===== src/rtl/cpu_types_pkg.sv =====
// rtl/cpu_types_pkg.sv - shared CPU datapath types, including write-back arbiter types
package cpu_types_pkg;

  typedef logic [31:0] word_t;
  typedef logic [4:0]  regbits_t;

  typedef struct packed {
    regbits_t sel;
    word_t    dat;
  } wb_req_t;

  typedef enum logic [2:0] {
    EMPTY,
    A_ONLY,
    B_ONLY,
    BOTH_A_OLD,
    BOTH_B_OLD
  } wbarb_state_t;

  function automatic word_t reg_decode(input regbits_t r);
    word_t m;
    m    = '0;
    m[r] = 1'b1;
    return m;
  endfunction

endpackage


===== src/rtl/wb_slot.sv =====
// rtl/wb_slot.sv - one-entry write-back holding slot with valid/ready handshake
module wb_slot
  import cpu_types_pkg::*;
(
  input  logic    CLK,
  input  logic    RST,
  input  logic    in_valid,
  output logic    in_ready,
  input  wb_req_t in_req,
  input  logic    grant,
  output logic    valid,
  output wb_req_t req
);

  logic load;

  // A granted slot frees up this cycle, so it may refill on the same edge.
  assign in_ready = !RST && (!valid || grant);
  assign load     = in_valid && in_ready;

  always_ff @(posedge CLK or posedge RST) begin
    if (RST) begin
      valid <= 1'b0;
      req   <= '0;
    end else if (load) begin
      valid <= 1'b1;
      req   <= in_req;
    end else if (grant) begin
      valid <= 1'b0;
    end
  end

endmodule


===== src/rtl/rf_wb_arbiter.sv =====
// rtl/rf_wb_arbiter.sv - oldest-first arbiter for the single register-file write port
module rf_wb_arbiter
  import cpu_types_pkg::*;
#(
  parameter int NSRC = 2
) (
  input  logic        CLK,
  input  logic        RST,
  input  logic        a_valid,
  output logic        a_ready,
  input  logic [4:0]  a_sel,
  input  logic [31:0] a_dat,
  input  logic        b_valid,
  output logic        b_ready,
  input  logic [4:0]  b_sel,
  input  logic [31:0] b_dat,
  output logic        rf_wen,
  output logic [4:0]  rf_wsel,
  output logic [31:0] rf_wdat,
  output logic [31:0] pend_mask
);

  wbarb_state_t     state, state_nxt;
  logic [NSRC-1:0]  grant;
  logic             a_held, b_held;
  wb_req_t          a_in, b_in, a_req, b_req;
  logic             a_keep, b_keep, a_load, b_load;

  assign a_in = '{sel: a_sel, dat: a_dat};
  assign b_in = '{sel: b_sel, dat: b_dat};

  wb_slot u_slot_a (
    .CLK(CLK), .RST(RST), .in_valid(a_valid), .in_ready(a_ready), .in_req(a_in),
    .grant(grant[0]), .valid(a_held), .req(a_req)
  );

  wb_slot u_slot_b (
    .CLK(CLK), .RST(RST), .in_valid(b_valid), .in_ready(b_ready), .in_req(b_in),
    .grant(grant[1]), .valid(b_held), .req(b_req)
  );

  assign grant[0] = (state == A_ONLY) || (state == BOTH_A_OLD);
  assign grant[1] = (state == B_ONLY) || (state == BOTH_B_OLD);

  assign a_keep = a_held && !grant[0];
  assign b_keep = b_held && !grant[1];
  assign a_load = a_valid && a_ready;
  assign b_load = b_valid && b_ready;

  always_ff @(posedge CLK or posedge RST) begin
    if (RST) state <= EMPTY;
    else     state <= state_nxt;
  end

  // A held slot is always older than a fresh load; simultaneous loads put B first.
  always_comb begin
    state_nxt = EMPTY;
    if ((a_keep || a_load) && (b_keep || b_load)) begin
      if (a_keep && !b_keep)      state_nxt = BOTH_A_OLD;
      else if (b_keep && !a_keep) state_nxt = BOTH_B_OLD;
      else if (a_keep && b_keep)  state_nxt = state;
      else                        state_nxt = BOTH_B_OLD;
    end else if (a_keep || a_load) begin
      state_nxt = A_ONLY;
    end else if (b_keep || b_load) begin
      state_nxt = B_ONLY;
    end
  end

  always_ff @(posedge CLK or posedge RST) begin
    if (RST) begin
      rf_wen  <= 1'b0;
      rf_wsel <= '0;
      rf_wdat <= '0;
    end else if (grant[0]) begin
      rf_wen  <= (a_req.sel != '0);
      rf_wsel <= a_req.sel;
      rf_wdat <= a_req.dat;
    end else if (grant[1]) begin
      rf_wen  <= (b_req.sel != '0);
      rf_wsel <= b_req.sel;
      rf_wdat <= b_req.dat;
    end else begin
      rf_wen  <= 1'b0;
    end
  end

  always_comb begin
    pend_mask = '0;
    if (a_held) pend_mask = pend_mask | reg_decode(a_req.sel);
    if (b_held) pend_mask = pend_mask | reg_decode(b_req.sel);
    if (rf_wen) pend_mask = pend_mask | reg_decode(rf_wsel);
    pend_mask[0] = 1'b0;
  end

endmodule


===== config.mk =====
export PLATFORM = sky130hd
export DESIGN_NAME = rf_wb_arbiter
export DESIGN_NICKNAME = d
export VERILOG_FILES = /design/src/rtl/cpu_types_pkg.sv /design/src/rtl/wb_slot.sv /design/src/rtl/rf_wb_arbiter.sv
export SDC_FILE = /design/constraint.sdc
export NUM_CORES = 1
export LEC_CHECK = 0
export ABC_CLOCK_PERIOD_IN_PS = 4600
export CELL_PAD_IN_SITES_DETAIL_PLACEMENT = 0
export CELL_PAD_IN_SITES_GLOBAL_PLACEMENT = 1
export CORE_MARGIN = 2
export CORE_UTILIZATION = 37
export CTS_CLUSTER_DIAMETER = 120
export CTS_CLUSTER_SIZE = 16
export DETAILED_ROUTE_END_ITERATION = 10
export PLACE_DENSITY_LB_ADDON = 0.1
export SYNTH_ARGS = -nofsm -noshare
export SYNTH_HDL_FRONTEND = slang
export SYNTH_SLANG_ARGS = --single-unit

===== constraint.sdc =====
create_clock -name CLK -period 4.6 [get_ports CLK]
set_input_delay 0.92 -clock CLK [delete_from_list [all_inputs] [get_ports CLK]]
set_output_delay 0.92 -clock CLK [all_outputs]
set_load 0.01 [all_outputs]

==> flow_summary.yaml <==
run_status:
  status: "finished, final reports clean"
grt:
  first_global_vias: 4503
  grt_pass1_wl_mm: 24.4
  overflow: 0
  antenna_found_initial: 0
  grt_usage: 0.195
  grt_start_max_net_pins: 67
min_path:
  worstHoldStart: "u_slot_a.req[1]$_DFFE_PP0P_"
  min_to: "rf_wdat[1]$_DFFE_PP0P_"
  hp-class: "flip-flop to flip-flop"
  whs_path_depth: 2
placement:
  dp_hpwl_mm: 10.1
  numPortBuffers: 148
  gp_congestion: 0.805
flow_run:
  max-cap-violations: 0
clock_tree:
  cts.sinks: 117
  root_buffer: "clkbuf_16"
  cts_buffer_depth: 2
  cts_hold_buf: 0
  clk_pin_slew_worst_paths_ns: 0.05
  post_cts_resized: 0
  post_cts_buffers: 0
  cts_inserted_buffers: 17
  cts_max_level: 4
  cts_tree: "done"
  clk_latency_ns: 0.41
yosys:
  ys_types: 33
  yosysTopAreaCellShare: 0.526
  synth_area_leaders: "dfrtp_1, mux2_2, nand2_1"
  synth_largest_area_cell: "dfrtp_1"
  ys_ff_latch: 117
  avgSynthCellArea_um2: 10.4
  syn_area_mm2: 0.00557
  yosys_warnings: 0
  synth_nets: 614
  synthCells: 536
  yosysSeqAreaShare: 0.526
timing:
  clock_skew_ns: 0.00931
  slew-limit-headroom: 0.202
  setup_viol: 0
  fin_crit_ns: 3.73
  finalHoldViolCount: 0
  rsz0062_at_grt: "false"
  worstMarginPinSlew_ns: 1.19
  drv_slew: 0
  post-route-period-util: 0.811
  timing.fmax_mhz: 268
  fin_setup_tns_ns: 0
finish:
  layout_commonest_cell: "clkdlybuf4s50_1"
  final_cell_mix: "clkdlybuf4s50_1, nand2_1, dfrtp_1, nand3_1, mux2_2"
  diodes: 0
  synthToLayoutAreaGrowth_pct: 40.2
  fin_util: 0.535
  drive_above_1_share: 0.172
  fin_nets: 745
floorplan:
  rows: 44
  core_area_mm2: 0.0146
  dieArea_mm2: 0.0160
  io_pins: 150
  die_y_um: 127
  die_x_um: 127
  start_util: 0.382
power:
  irDropWorstVdd_mv: 0.371
  p_leak_nw: 3.47
  powerDensity_mw_per_mm2: 751
worst_setup_path:
  rr_worst_depth: 4
  end_kind: "primary output"
  rrSetupSlack_ns: 1.99
  r2r_end: "u_slot_a.req[27]$_DFFE_PP0P_"
  arrival_ns: 2.81
  path_max_fanout: 9
  worstPathRequired_ns: 3.68
  rr_startpoint: "state[2]$_DFFE_PP0P_"
  start_kind: "flip-flop"
  critical_path_class: "flip-flop to primary output"
route:
  routed_via_density: 5.26
  routed_wl_mm: 15.7
  drt_iter0_markers: 274
  ant_nets: 0
  drc: 0
  num_vias: 4547
  post_drt_wl_per_cell_um: 18.1
  drtPass1Iterations: 5
cell families after synthesis:
kind of cell           share of synthesized area
AND/OR/NAND/NOR                            0.204
flip-flops                                 0.526
multiplexers                               0.171
AO/OA/AOI/OAI                             0.0596
buffers and inverters                     0.0369
XOR/XNOR                                 0.00157
other                                   0.000674
layout make-up:
| class | count | area, µm² |
|---|---|---|
| tap | 184 | 230 |
| timing repair buffer | 153 | 1530 |
| inverter | 4 | 17.5 |
| clock buffer | 21 | 470 |
| multi-input combinational | 374 | 2460 |
| sequential | 117 | 2930 |
| clock inverter | 11 | 171 |
| fill | 1302 | 6780 |
power by group:
group / total (W) / internal, W / switching (W) / leakage [nW]
Sequential: 0.00201 / 0.00157 / 0.000445 / 1.40
Clock: 0.00143 / 0.000952 / 0.000475 / 0.310
Combinational: 0.00242 / 0.00122 / 0.00120 / 1.76
Total: 0.00586 / 0.00374 / 0.00212 / 3.47
worst max-delay path, cell delays in order (launching register included):
cell             delay [ns]
dfrtp_1                0.52
nor3b_1                0.94
a22oi_1                0.26
nand2_1                0.14
clkdlybuf4s50_1        0.54
per-layer routing:
layer  global-route usage  routed length, µm  vias up
met5                    0                  0        -
met4               0.0608                160        0
met3               0.0510                963       13
met2                0.315               7670      157
met1                0.257               6870     2256
li1                     -                  -     2121
state kept, by name (all words and copies together), names as in the netlist:
signal,cells
rf_wsel,5
u_slot_b.valid,1
u_slot_a.valid,1
rf_wen,1
state,3
u_slot_b.req,37
u_slot_a.req,37
rf_wdat,32
metrics by stage:
stage	power (W)	instances	setup slack, ns	instance area (µm²)	hold WS [ns]
4_1_cts	0.00591	864	0.912	7800	0.478
6_report	0.00586	864	0.868	7800	0.473
2_1_floorplan	0.00344	536	0.206	5570	0.442
3_3_place_gp	0.00440	832	1.36	7160	0.453
5_1_grt	0.00622	864	0.715	7800	0.494
3_5_place_dp	0.00446	832	1.36	7160	0.459
Yosys cell counts, drive strengths merged:
master  instances
nand2         136
dfrtp         117
mux2           74
nand3          66
a22oi          29
clkbuf         26
buf            15
nor3b          14
and3b           9
o21ai           8
nor2            7
a21oi           6
and3            6
mux2i           5
inv             4
nor3            3
a222oi          2
nand2b          2
a31oi           1
and2b           1
conb            1
o21bai          1
o22ai           1
or2             1
xnor2           1
how the worst max path moves through the flow:
stage	slack [ns]	startpoint	cells past startpoint	end
after floorplan	0.21	RST	5	u_slot_b.req[10]$_DFFE_PP0P_
after detailed placement	1.36	u_slot_a.valid$_DFFE_PP0P_	4	pend_mask[20]
final	0.87	u_slot_a.valid$_DFFE_PP0P_	4	pend_mask[20]
after global placement	1.36	u_slot_a.valid$_DFFE_PP0P_	4	pend_mask[16]
after CTS	0.91	u_slot_a.valid$_DFFE_PP0P_	4	pend_mask[20]
after global routing	0.71	u_slot_a.valid$_DFFE_PP0P_	4	pend_mask[20]
(Power assumes the default switching activity.)
